File: src/rtl/eprisc_bus_master.sv
// eprisc_bus_master: single-device-at-a-time serial bus master.
// A word of DATA_W bits is exchanged as BEATS beats of LANES bits, MS group
// first, framed by SETUP and HOLD phases. Each phase lasts CLKDIV cycles.
// All outputs are registered. A separate 2-flop path synchronises the device
// interrupt and flags its rising edges.
module eprisc_bus_master #(
    parameter int LANES  = 8,
    parameter int DATA_W = 32,
    parameter int SEL_W  = 2,
    parameter int CLKDIV = 4
) (
    input  logic              iBoardClock,
    input  logic              iBoardReset,
    input  logic              iStart,
    input  logic [SEL_W-1:0]  iDevice,
    input  logic [DATA_W-1:0] iTxData,
    output logic              oReady,
    output logic              oDone,
    output logic              oError,
    output logic [DATA_W-1:0] oRxData,
    output logic              oBusClock,
    output logic [SEL_W-1:0]  oBusSelect,
    output logic [LANES-1:0]  oBusMOSI,
    input  logic [LANES-1:0]  iBusMISO,
    input  logic              iBusInterrupt,
    output logic              oIrq,
    output logic              oIrqEdge
);

    localparam int BEATS  = DATA_W / LANES;
    localparam int CNT_W  = (CLKDIV > 1) ? $clog2(CLKDIV) : 1;
    localparam int BEAT_W = (BEATS > 1) ? $clog2(BEATS) : 1;
    localparam logic [CNT_W-1:0]  CNT_LAST  = CNT_W'(CLKDIV - 1);
    localparam logic [BEAT_W-1:0] BEAT_LAST = BEAT_W'(BEATS - 1);

    typedef enum logic [2:0] {
        ST_IDLE  = 3'd0,
        ST_SETUP = 3'd1,
        ST_HIGH  = 3'd2,
        ST_LOW   = 3'd3,
        ST_HOLD  = 3'd4
    } state_t;

    state_t              state_q;
    logic [CNT_W-1:0]    cnt_q;
    logic [BEAT_W-1:0]   beat_q;
    logic [DATA_W-1:0]   tx_q;       // beats still to be sent, next one at the top
    logic [DATA_W-1:0]   rx_q;       // receive shift register
    logic [DATA_W-1:0]   rx_data_q;
    logic                ready_q;
    logic                done_q;
    logic                err_q;
    logic                bus_clk_q;
    logic [SEL_W-1:0]    sel_q;      // doubles as the latched device code
    logic [LANES-1:0]    mosi_q;
    logic                sync1_q;
    logic                irq_q;
    logic                irq_edge_q;

    logic                phase_end_d;
    logic [CNT_W-1:0]    cnt_d;
    logic [DATA_W-1:0]   rx_d;
    logic [DATA_W-1:0]   tx_d;

    // Phase timing and shift-register next values.
    always_comb begin
        phase_end_d = (cnt_q == CNT_LAST);
        cnt_d       = phase_end_d ? '0 : (cnt_q + CNT_W'(1));
        rx_d        = (rx_q << LANES) | DATA_W'(iBusMISO);
        tx_d        = tx_q << LANES;
    end

    // Transaction state machine with registered bus and handshake outputs.
    always_ff @(posedge iBoardClock or negedge iBoardReset) begin
        if (!iBoardReset) begin
            state_q   <= ST_IDLE;
            cnt_q     <= '0;
            beat_q    <= '0;
            tx_q      <= '0;
            rx_q      <= '0;
            rx_data_q <= '0;
            ready_q   <= 1'b1;
            done_q    <= 1'b0;
            err_q     <= 1'b0;
            bus_clk_q <= 1'b0;
            sel_q     <= '0;
            mosi_q    <= '0;
        end else begin
            done_q <= 1'b0;
            err_q  <= 1'b0;
            case (state_q)
                ST_IDLE: begin
                    if (iStart) begin
                        if (iDevice != '0) begin
                            state_q <= ST_SETUP;
                            cnt_q   <= '0;
                            beat_q  <= '0;
                            sel_q   <= iDevice;
                            mosi_q  <= iTxData[DATA_W-1 -: LANES];
                            tx_q    <= iTxData << LANES;
                            rx_q    <= '0;
                            ready_q <= 1'b0;
                        end else begin
                            err_q <= 1'b1;
                        end
                    end
                end
                ST_SETUP: begin
                    cnt_q <= cnt_d;
                    if (phase_end_d) begin
                        state_q   <= ST_HIGH;
                        bus_clk_q <= 1'b1;
                    end
                end
                ST_HIGH: begin
                    cnt_q <= cnt_d;
                    if (phase_end_d) begin
                        rx_q      <= rx_d;
                        bus_clk_q <= 1'b0;
                        if (beat_q == BEAT_LAST) begin
                            state_q <= ST_HOLD;
                        end else begin
                            // Next beat goes out on the first LOW cycle.
                            state_q <= ST_LOW;
                            beat_q  <= beat_q + BEAT_W'(1);
                            mosi_q  <= tx_q[DATA_W-1 -: LANES];
                            tx_q    <= tx_d;
                        end
                    end
                end
                ST_LOW: begin
                    cnt_q <= cnt_d;
                    if (phase_end_d) begin
                        state_q   <= ST_HIGH;
                        bus_clk_q <= 1'b1;
                    end
                end
                ST_HOLD: begin
                    cnt_q <= cnt_d;
                    if (phase_end_d) begin
                        state_q   <= ST_IDLE;
                        sel_q     <= '0;
                        rx_data_q <= rx_q;
                        done_q    <= 1'b1;
                        ready_q   <= 1'b1;
                    end
                end
                default: begin
                    state_q   <= ST_IDLE;
                    cnt_q     <= '0;
                    sel_q     <= '0;
                    bus_clk_q <= 1'b0;
                    ready_q   <= 1'b1;
                end
            endcase
        end
    end

    // Interrupt synchroniser and rising-edge detector, independent of the FSM.
    always_ff @(posedge iBoardClock or negedge iBoardReset) begin
        if (!iBoardReset) begin
            sync1_q    <= 1'b0;
            irq_q      <= 1'b0;
            irq_edge_q <= 1'b0;
        end else begin
            sync1_q    <= iBusInterrupt;
            irq_q      <= sync1_q;
            irq_edge_q <= sync1_q & ~irq_q;
        end
    end

    assign oReady     = ready_q;
    assign oDone      = done_q;
    assign oError     = err_q;
    assign oRxData    = rx_data_q;
    assign oBusClock  = bus_clk_q;
    assign oBusSelect = sel_q;
    assign oBusMOSI   = mosi_q;
    assign oIrq       = irq_q;
    assign oIrqEdge   = irq_edge_q;

endmodule

File: config.mk
export PLATFORM = sky130hd
export DESIGN_NAME = eprisc_bus_master
export DESIGN_NICKNAME = d
export VERILOG_FILES = /design/src/rtl/eprisc_bus_master.sv
export SDC_FILE = /design/constraint.sdc
export NUM_CORES = 1
export LEC_CHECK = 0
export CORE_MARGIN = 5
export CORE_UTILIZATION = 25
export DETAILED_ROUTE_END_ITERATION = 12
export GPL_ROUTABILITY_DRIVEN = 0
export PLACE_DENSITY = 0.56
export SLEW_MARGIN = 20
export SYNTH_ARGS = -nofsm -noshare
export SYNTH_HDL_FRONTEND = slang
export SYNTH_SLANG_ARGS = --single-unit
File: constraint.sdc
create_clock -name iBoardClock -period 3.14 [get_ports iBoardClock]
set_input_delay 0.942 -clock iBoardClock [delete_from_list [all_inputs] [get_ports iBoardClock]]
set_output_delay 0.942 -clock iBoardClock [all_outputs]
set_load 0.02 [all_outputs]
# [Word level (Yosys, flattened, before mapping)]
# Cells that the tools add are included.
[op_classes] add_sub_neg=2 n_bitwise=5 mux=43 n_eq_ne=12 n_reduce_logical=14
[ops] cell="two-way mux 32 bit" n=7
[ops] cell="case mux 32 bit (2 select lines)" n=2
[ops] cell="two-way mux 8 bit" n=4
[ops] cell="OR 32 x 8 -> 32 bit" n=1
[ops] cell="two-way mux 3 bit" n=6
[ops] cell="two-way mux 2 bit" n=8
[ops] cell="case mux 8 bit (2 select lines)" n=1
[ops] cell="case mux 3 bit (4 select lines)" n=1
[ops] cell="inequality test 2 bit (second input constant)" n=5
[ops] cell="AND reduction 5 bit" n=2
[ops] cell="two-way mux 1 bit" n=9
[ops] cell="case mux 2 bit (2 select lines)" n=2
[ops] cell="AND reduction 4 bit" n=2
[ops] cell="equality test 3 x 2 -> 1 bit (second input constant)" n=2
[ops] cell="case mux 1 bit (3 select lines)" n=2
[ops] cell="case mux 2 bit (3 select lines)" n=1
[ops] cell="adder 2 x 1 -> 2 bit (second input constant)" n=2
[ops] cell="equality test 2 bit (second input constant)" n=2
[ops] cell="AND reduction 2 bit" n=2
[ops] cell="nonzero test 2 bit" n=2
[ops] cell="OR reduction 2 bit" n=2
[ops] cell="OR reduction 4 bit" n=1
[ops] cell="equality test 3 x 1 -> 1 bit (second input constant)" n=1
[ops] cell="equality test 3 bit (second input constant)" n=1
[ops] cell="6 further kinds" n=8
[totals] inputBits=46 out_inout_bits=48 register_bits=120

# [Longest topological paths before layout]
# Gate-level depths: netlist (run 1).
[logic_depth] word_depth=4 ltp_mapped=7

# [Worst setup path after synthesis (run 1)]
# No wires, ideal clock.
[synth_timing] kind="input-to-reg" from="input port iDevice[0]" to="register tx_q[19]" stages=5 required_time_ns=3.015 path_slack_ns=1.089 arrival_ns=1.926 cell_sequence="o21ai_1 > nand2_1 > nand3_2 > buf_4 > mux2_2"
[synth_between] elab_chain_len=3
[synth_lines] element="start: declaration" line_no="15" text="input logic [SEL_W-1:0] iDevice,"
[synth_lines] element="nonzero test 2 bit" line_no="94" text="if (iDevice != '0) begin"
[synth_lines] element="inequality test 2 bit (no line)"
[synth_lines] element="AND reduction 5 bit (no line)"
[synth_lines] element="end signal: assignment" line_no="100" text="tx_q <= iTxData << LANES;"
[synth_lines] element="end signal: assignment" line_no="127" text="tx_q <= tx_d;"
[synth_lines] element="end: declaration" line_no="47" text="logic [DATA_W-1:0] tx_q;"
# Every way passes these cells.
# A chain may end at the register's enable or synchronous reset.

# [Worst setup path in the final report (run 1)]
[layout_timing] from="register ready_q (netlist: oReady)" to="output port oReady"
[layout_lines] element="start: declaration" line_no="50" text="logic ready_q;"
[layout_lines] element="start signal: assignment" line_no="82" text="ready_q <= 1'b1;"
[layout_lines] element="start signal: assignment" line_no="102" text="ready_q <= 1'b0;"
[layout_lines] element="start signal: assignment" line_no="145" text="ready_q <= 1'b1;"
[layout_lines] element="end: declaration" line_no="17" text="output logic oReady,"
# No word-level cell between the ends.

==> impl_metrics.csv, run 1 <==
group,metric,value,unit
yosys,yosys_warnings,0,
timing,setup_violations,0,
floorplanning,rows,49,
clock_tree,cts_hold_buf,0,
setup_path,path_buf_inv,1,
floorplanning,start_util,25.62,%
drt,avgRoutedWirePerCell,15.69,µm
layout,drive_gt1_share,20.04,%
timing,fin_crit,2431,ps
global_route,grt_usage,10.49,%
setup_path,worstSetupPathType,"reg2out",
run_status,outcome,"finished clean",
flow_run,drv_cap,0,
drt,drc_errors,0,
timing,relSlewSlack,56.97,%
pwr,pwr_density_cell,787.2,nW/µm²
timing,fmax,411.3,MHz
clock_tree,root_buffer,"clkbuf_16",
drt,drt_iter0_drc,114,
pwr,ir_worst_vdd,0.2996,mV
floorplanning,dieArea,21360,µm²
pwr,leakage,0.002533,µW
setup_path,critPathMaxStageDelay,610,ps
yosys,netlist_instances,370,
yosys,synth_area,4633,µm²
placement,hpwl,7247,µm
layout,finalNonFillerCells,693,
floorplanning,core_area,18090,µm²
timing,fin_tns_setup,0,ps
clock_tree,clk_latency,350,ps
setup_path,crit_required,2200,ps
layout,num_antenna_cells,0,
timing,skew,7.362,ps
layout,layout_commonest_cell,"dfrtp_1",
yosys,syn_avg_cell_area,12.52,µm²
setup_path,critPathCaptureType,"output pin",
layout,area_delta_synth_final,32.41,%
layout,layout_common_cells,"111 x dfrtp_1, 92 x clkdlybuf4s50_1, 69 x nand2_1, 60 x mux2_2, 35 x o21ai_0",
global_route,grt_overflow,0,
clock_tree,cts.repair.resized,0,
setup_path,critPathMaxFanout,2,
setup_path,cp_top_family,"buffers and inverters",
drt,viasPerCell,4.416,
yosys,synth_nets,418,
floorplanning,ios,94,
drt,finalWirelength,10870,µm
yosys,ys_seq_elements,112,
yosys,ys_types,32,
drt,routed-via-count,3060,
floorplanning,die_width,146.1,µm
placement,place_inst,677,
clock_tree,clk_pin_slew_worst_paths,70,ps
setup_path,worst_path_max_delay_cell,"clkdlybuf4s50_1",
clock_tree,numCtsBuffers,9,
layout,num-fill-cells,1780,
clock_tree,htree_levels,3,
hold_path,hp-class,"reg2reg",
global_route,grt_pass1_wl,17900,µm
global_route,grt_max_degree,49,
drt,first_pass_iters,4,
yosys,yosysSeqAreaShare,60.52,%
pwr,design_power_total,4829,µW
timing,holdWs,374.4,ps
timing,hold_violations,0,
layout,fin_util,33.92,%
clock_tree,cts_tree,"built",
timing,period_share,77.42,%
timing,worst_pin_slew,645.5,ps
drt,drtAntennaViolNets,0,
global_route,grt_pass1_vias,3316,
layout,nets,507,
timing,slew_viol_final,0,
placement,portBuffers,93,
floorplanning,die_y,146.1,µm
setup_path,startpoint_type,"register",
timing,rsz0062_at_grt,"no",
clock_tree,cts_buffer_depth,2,
clock_tree,cts_setup_buffers,0,
setup_path,cp.arrival,1490,ps
clock_tree,cts.sinks,112,
global_route,grt_antenna_before_repair,0,
setup_path,worstPathCellList,"clkdlybuf4s50_1",
synth_stat cells, drive strengths merged:
cell / instances / area share [%]
nor2: 8 / 0.70
o211ai: 1 / 0.16
o21ai: 36 / 3.9
nor3: 1 / 0.35
xnor2: 1 / 0.19
a32o: 2 / 0.43
a21bo: 1 / 0.22
dfrtp: 111 / 60
clkbuf: 12 / 0.97
inv: 4 / 0.32
and2: 1 / 0.14
mux2: 81 / 20
mux2i: 3 / 0.65
nor4: 1 / 0.14
dfstp: 1 / 0.57
buf: 13 / 2.1
nor2b: 2 / 0.27
nand3: 4 / 0.54
nand2b: 1 / 0.14
a21oi: 2 / 0.22
a22oi: 1 / 0.16
and3: 3 / 0.41
ha: 2 / 0.54
nand4: 1 / 0.14
nand2: 69 / 5.6
a22o: 8 / 1.5
final cells by class:
cell class	instances	area, µm²	share of cell area, %
sequential	112	2804	45.71
multi-input combinational	229	1678	27.35
timing repair buffer	103	1028	16.77
tap	229	286.5	4.671
clock buffer	10	229.0	3.732
clock inverter	6	93.84	1.530
inverter	4	15.01	0.2447
worst paths after layout:
check / slack (ps) / cells past startpoint / endpoint / startpoint
max: 710 / 1 / oReady / oReady
min: 370 / 0 / oIrq / sync1_q
max reg2reg: 1080 / 5 / tx_q[18] / state_q[2]
min reg2reg: 370 / 0 / oIrq / sync1_q
max in group asynchronous: 1760 / 2 / rx_q[4] / iBoardReset
min in group asynchronous: 610 / 1 / oBusMOSI[0] / iBoardReset
state kept, by name, indices dropped and copies added (netlist names):
name / count
oRxData: 32
oIrqEdge: 1
oIrq: 1
cnt_q: 2
oReady: 1
state_q: 3
oDone: 1
tx_q: 24
oBusMOSI: 8
oBusClock: 1
oError: 1
beat_q: 2
rx_q: 32
sync1_q: 1
oBusSelect: 2
where the power goes:
| group | leakage, µW | switching, µW | internal, µW | total, µW |
|---|---|---|---|---|
| combinational | 0.00101 | 729 | 769 | 1500 |
| sequential | 0.00137 | 253 | 1840 | 2090 |
| clock | 0.000153 | 533 | 704 | 1240 |
| total | 0.00253 | 1510 | 3310 | 4830 |
cell families after synthesis:
group,after synthesis,synth area share (%)
compound gates,51,6.589
fa+ha+maj,2,0.5400
flops,112,60.52
buf+inv,29,3.429
simple gates,91,8.399
xor+xnor,1,0.1891
mux,84,20.34
worst reg2reg max path: stages (launching register included):
cell and delay (ps):
dfrtp_1 540, nor2_2 260, and2_1 150, buf_4 320, mux2_2 400, mux2_1 280
through the flow:
| step | cell area, µm² | setup slack [ps] |
|---|---|---|
| 6_report | 6135 | 708.9 |
| 2_1_floorplan | 4633 | 1089 |
| 4_1_cts | 6135 | 669.2 |
| 5_1_grt | 6135 | 663.8 |
| 3_5_place_dp | 5812 | 455.3 |
| 3_3_place_gp | 5812 | 510.7 |
routing by layer:
layer  vias up  part of all wire, %  track usage (%)
met1      1515                   50            14.27
li1       1450                    -                -
met4         0                  1.4            3.528
met3        12                  5.1            3.378
met2        83                   43            15.84
met5         -                    0                0
Note: power is estimated with default switching activity, not from simulation.
==> inputs of run 2 (changes only) <==
==> constraint.sdc (replaced) <==
create_clock -name iBoardClock -period 2.49 [get_ports iBoardClock]
set_input_delay 0.747 -clock iBoardClock [delete_from_list [all_inputs] [get_ports iBoardClock]]
set_output_delay 0.747 -clock iBoardClock [all_outputs]
set_load 0.02 [all_outputs]
==> impl_metrics.csv, run 2 (synthesis results as in run 1) <==
group,metric,value,unit
run_status,outcome,"finished clean",
timing,layout_setup_ws,258.4,ps
setup_path,critPathMaxStageDelay,610,ps
layout,multi_input_area,1678,µm²
pwr,design_power_total,6193,µW
setup_path,cp_top_family,"buffers and inverters",
drt,finalWirelength,10500,µm
clock_tree,numCtsBuffers,9,
layout,num-fill-cells,1753,
global_route,grt_antenna_before_repair,0,
setup_path,worstSetupPathType,"reg2out",
clock_tree,cts_tree,"built",
placement,post-place-ws,125.4,ps
timing,holdWs,378.4,ps
floorplanning,rows,49,
floorplanning,start_util,25.62,%
placement,hpwl,6743,µm
global_route,grtUsageMet1,14.74,%
layout,layout_common_cells,"111 x dfrtp_1, 92 x clkdlybuf4s50_1, 69 x nand2_1, 60 x mux2_2, 35 x o21ai_0",
setup_path,worstPathCellList,"clkdlybuf4s50_1",
global_route,grt_usage,10.02,%
global_route,grt_pass1_wl,17270,µm
clock_tree,htree_levels,3,
global_route,grtUsageMet3,3.130,%
layout,nets,507,
floorplanning,die_width,146.1,µm
timing,fin_tns_setup,0,ps
clock_tree,cts_hold_buf,0,
pwr,leakage,0.002555,µW
clock_tree,cts.repair.resized,0,
global_route,grt_max_degree,113,
timing,rsz0062_at_grt,"no",
timing,slew_viol_final,0,
layout,layout_commonest_cell,"dfrtp_1",
timing,relSlewSlack,59.50,%
pwr,power_frac_seq,42.7,%
layout,area_delta_synth_final,33.38,%
setup_path,cp.arrival,1480,ps
global_route,grt_overflow,0,
placement,place_inst,677,
setup_path,startpoint_type,"register",
setup_path,rr_worst_depth,5,
pwr,p_sw_share,30.06,%
floorplanning,dieArea,21360,µm²
drt,routed-via-count,3031,
setup_path,r2r-end,"tx_q[18]",
drt,viasPerCell,4.374,
setup_path,crit_required,1740,ps
global_route,use_met2,13.61,%
hold_path,min_delay_worst_endpoint,"oIrq",
setup_path,critPathMaxFanout,2,
floorplanning,ios,94,
clock_tree,clk_latency,350,ps
timing,hold_violations,0,
global_route,grt_most_used_layer,"met1",
setup_path,worst_path_max_delay_cell,"clkdlybuf4s50_1",
flow_run,drv_cap,0,
clock_tree,cts.sinks,112,
pwr,p_sw,1862,µW
pwr,combPwrFrac,30.1,%
pwr,intPower,4331,µW
layout,seq_area,2804,µm²
clock_tree,cts_buffer_depth,2,
floorplanning,core_area,18090,µm²
timing,worst_pin_slew,607.5,ps
floorplanning,die_y,146.1,µm
clock_tree,cts_setup_buffers,0,
placement,portBuffers,93,
setup_path,path_buf_inv,1,
layout,num_antenna_cells,0,
timing,setup_violations,0,
drt,drtAntennaViolNets,0,
drt,avgRoutedWirePerCell,15.14,µm
hold_path,hold_depth,0,
timing,fin_crit,2232,ps
clock_tree,clk_pin_slew_worst_paths,70,ps
timing,skew,7.662,ps
setup_path,reg2reg_slack,490,ps
setup_path,critPathCaptureType,"output pin",
pwr,ir_worst_vdd,0.4084,mV
drt,drt_iter0_drc,153,
hold_path,min_from,"sync1_q",
layout,drive_gt1_share,20.26,%
pwr,p_clk_share,27.2,%
clock_tree,root_buffer,"clkbuf_16",
global_route,grt_pass1_vias,3138,
layout,finalNonFillerCells,693,
timing,fmax,448.1,MHz
drt,first_pass_iters,4,
drt,drc_errors,0,
hold_path,hp-class,"reg2reg",
pwr,pwr_density_cell,1002,nW/µm²
setup_path,timing.rr.start,"state_q[0]",
timing,period_share,89.62,%
run 2: final cells by class:
type / count / share of cell area [%]
Timing Repair Buffer: 103 / 16.85
Tap cell: 229 / 4.637
Multi-Input combinational cell: 229 / 27.15
Sequential cell: 112 / 45.37
Inverter: 4 / 0.2430
Clock buffer: 11 / 4.090
Clock inverter: 5 / 1.660
run 2: worst max path at each step:
stage                from       end  slack, ps  depth (start not counted)
2_1_floorplan  iDevice[0]  tx_q[19]        630                          5
5_1_grt            oReady    oReady        210                          1
6_report           oReady    oReady        260                          1
4_1_cts            oReady    oReady        230                          1
3_3_place_gp   iDevice[0]   rx_q[6]        160                          6
3_5_place_dp   iDevice[0]   rx_q[6]        130                          6
run 2: layer usage:
layer | vias to the layer above | wire [µm]
li1 | 1451 | -
met1 | 1486 | 5382
met2 | 78 | 4326
met3 | 16 | 589
met4 | 0 | 196
met5 | - | 0
run 2: power by group through the flow:
stage	registers, µW	clock network, µW	logic [µW]
floorplan	2710	0	1230
global placement	2660	0	1850
detailed placement	2680	0	1900
CTS	2650	1760	1910
global route	2710	1830	2060
finish	2640	1680	1870
run 2: per-stage QoR:
| step | area, µm² | utilization (%) |
|---|---|---|
| 4_1_cts | 6180 | 34.17 |
| 2_1_floorplan | 4633 | - |
| 3_5_place_dp | 5824 | 32.20 |
| 3_3_place_gp | 5824 | 32.20 |
| 6_report | 6180 | 34.17 |
| 5_1_grt | 6180 | 34.17 |
==> inputs of run 3 (changes only) <==
==> constraint.sdc (replaced) <==
create_clock -name iBoardClock -period 2.4 [get_ports iBoardClock]
set_input_delay 0.72 -clock iBoardClock [delete_from_list [all_inputs] [get_ports iBoardClock]]
set_output_delay 0.72 -clock iBoardClock [all_outputs]
set_load 0.02 [all_outputs]
==> impl_metrics.csv, run 3 (synthesis results as in run 1) <==
group,metric,value,unit
pwr,intPower,4221,µW
setup_path,reg2reg_slack,500,ps
floorplanning,dieArea,21360,µm²
timing,fin_tns_setup,0,ps
drt,drtAntennaViolNets,0,
layout,num_antenna_cells,0,
timing,setup_violations,0,
drt,drt_iter0_drc,116,
setup_path,critPathMaxFanout,2,
setup_path,crit_path_start,"oReady",
layout,drive_gt1_share,20.60,%
floorplanning,ios,94,
clock_tree,cts_tree,"built",
pwr,pwr_density_cell,1004,nW/µm²
layout,layout_commonest_cell,"dfrtp_1",
setup_path,startpoint_type,"register",
layout,finalNonFillerCells,695,
layout,num-fill-cells,1775,
timing,period_share,91.78,%
drt,drc_errors,0,
global_route,grt_pass1_vias,3355,
pwr,p_sw,1973,µW
run_status,outcome,"finished clean",
clock_tree,clk_pin_slew_worst_paths,70,ps
floorplanning,rows,49,
global_route,grt_usage,10.49,%
global_route,grt_max_degree,41,
drt,first_pass_iters,4,
setup_path,cp_num_cells,1,
timing,skew,6.795,ps
setup_path,path_buf_inv,1,
clock_tree,htree_levels,3,
setup_path,crit_required,1680,ps
clock_tree,cts_hold_buf,0,
clock_tree,clk_latency,350,ps
drt,avgRoutedWirePerCell,15.52,µm
setup_path,timing.rr.start,"cnt_q[0]",
layout,area_delta_synth_final,33.16,%
clock_tree,cts_buffer_depth,2,
timing,fmax,454.0,MHz
pwr,combPwrFrac,32.1,%
timing,slew_viol_final,0,
layout,layout_common_cells,"111 x dfrtp_1, 92 x clkdlybuf4s50_1, 69 x nand2_1, 60 x mux2_2, 35 x o21ai_0",
setup_path,cp_top_family,"buffers and inverters",
setup_path,critPathCaptureType,"output pin",
setup_path,cp.arrival,1480,ps
global_route,grt_pass1_wl,18130,µm
floorplanning,start_util,25.62,%
pwr,p_sw_share,31.85,%
clock_tree,cts.repair.resized,0,
timing,relSlewSlack,69.33,%
floorplanning,core_area,18090,µm²
flow_run,drv_cap,0,
pwr,p_clk_share,23.7,%
floorplanning,die_y,146.1,µm
setup_path,r2r-end,"tx_q[18]",
floorplanning,die_width,146.1,µm
global_route,grt_antenna_before_repair,0,
setup_path,worstSetupPathType,"reg2out",
clock_tree,numCtsBuffers,9,
setup_path,worstPathCellList,"clkdlybuf4s50_1",
setup_path,worst_path_max_delay_cell,"clkdlybuf4s50_1",
timing,hold_violations,0,
placement,hpwl,7032,µm
layout,nets,509,
drt,viasPerCell,4.381,
hold_path,hp-class,"in2async",
pwr,design_power_total,6194,µW
drt,finalWirelength,10790,µm
drt,routed-via-count,3045,
pwr,leakage,0.002550,µW
placement,portBuffers,93,
pwr,power_frac_seq,44.2,%
placement,place_inst,679,
setup_path,critPathMaxStageDelay,610,ps
timing,rsz0062_at_grt,"no",
timing,fin_crit,2203,ps
clock_tree,root_buffer,"clkbuf_16",
setup_path,critPathCapture,"oReady",
clock_tree,cts.sinks,112,
timing,worst_pin_slew,460.0,ps
pwr,ir_worst_vdd,0.3272,mV
global_route,grt_overflow,0,
clock_tree,cts_setup_buffers,0,
setup_path,rr_worst_depth,6,
-- run 3: changes by cell type in the layout (fill, tap and decap cells not counted) --
cell,change
buf_4,-1
clkinv_4,+3
clkinvlp_4,-1
bufinv_16,-3
inv_6,+1
buf_12,+3
-- run 3: power groups by stage --
stage | combinational [µW] | clock (µW) | sequential, µW
after global placement | 1970 | 0 | 2760
after detailed placement | 2020 | 0 | 2780
after global routing | 2200 | 1610 | 2810
after floorplan | 1270 | 0 | 2810
after CTS | 2030 | 1550 | 2750
final | 1990 | 1470 | 2740
-- run 3: worst min-delay path by stage --
stage | cells past startpoint | startpoint | slack (ps) | end
floorplan | 0 | sync1_q | 350 | oIrq
global placement | 0 | sync1_q | 360 | oIrq
detailed placement | 0 | sync1_q | 360 | oIrq
CTS | 1 | iBoardReset | 320 | tx_q[8]
global route | 1 | iBoardReset | 350 | tx_q[9]
finish | 1 | iBoardReset | 320 | tx_q[8]
-- run 3: per-layer routing --
metal	share of wire (%)	vias to the layer above	track usage, %
met2	41	89	15.03
met4	1.5	0	3.857
met5	0	-	0
met3	5.9	12	3.099
met1	51	1493	14.98
li1	-	1451	-
-- run 3: final cells by class --
| class | count | area [µm²] | share of cell area (%) |
|---|---|---|---|
| Sequential cell | 112 | 2804 | 45.45 |
| Tap cell | 229 | 286.5 | 4.644 |
| Clock inverter | 5 | 40.04 | 0.6490 |
| Inverter | 4 | 15.01 | 0.2434 |
| Timing Repair Buffer | 105 | 1094 | 17.72 |
| Clock buffer | 11 | 252.7 | 4.097 |
| Multi-Input combinational cell | 229 | 1678 | 27.20 |
-- run 3: through the flow --
step | worst slack (ps) | hold WS, ps | utilization [%] | area (µm²)
after floorplan | 571.2 | 346.5 | - | 4633
after global placement | 95.10 | 361.9 | 32.49 | 5877
after detailed placement | 61.98 | 359.3 | 32.49 | 5877
after CTS | 165.3 | 319.7 | 34.11 | 6170
after global routing | 141.0 | 349.2 | 34.11 | 6170
final | 197.4 | 322.8 | 34.11 | 6170
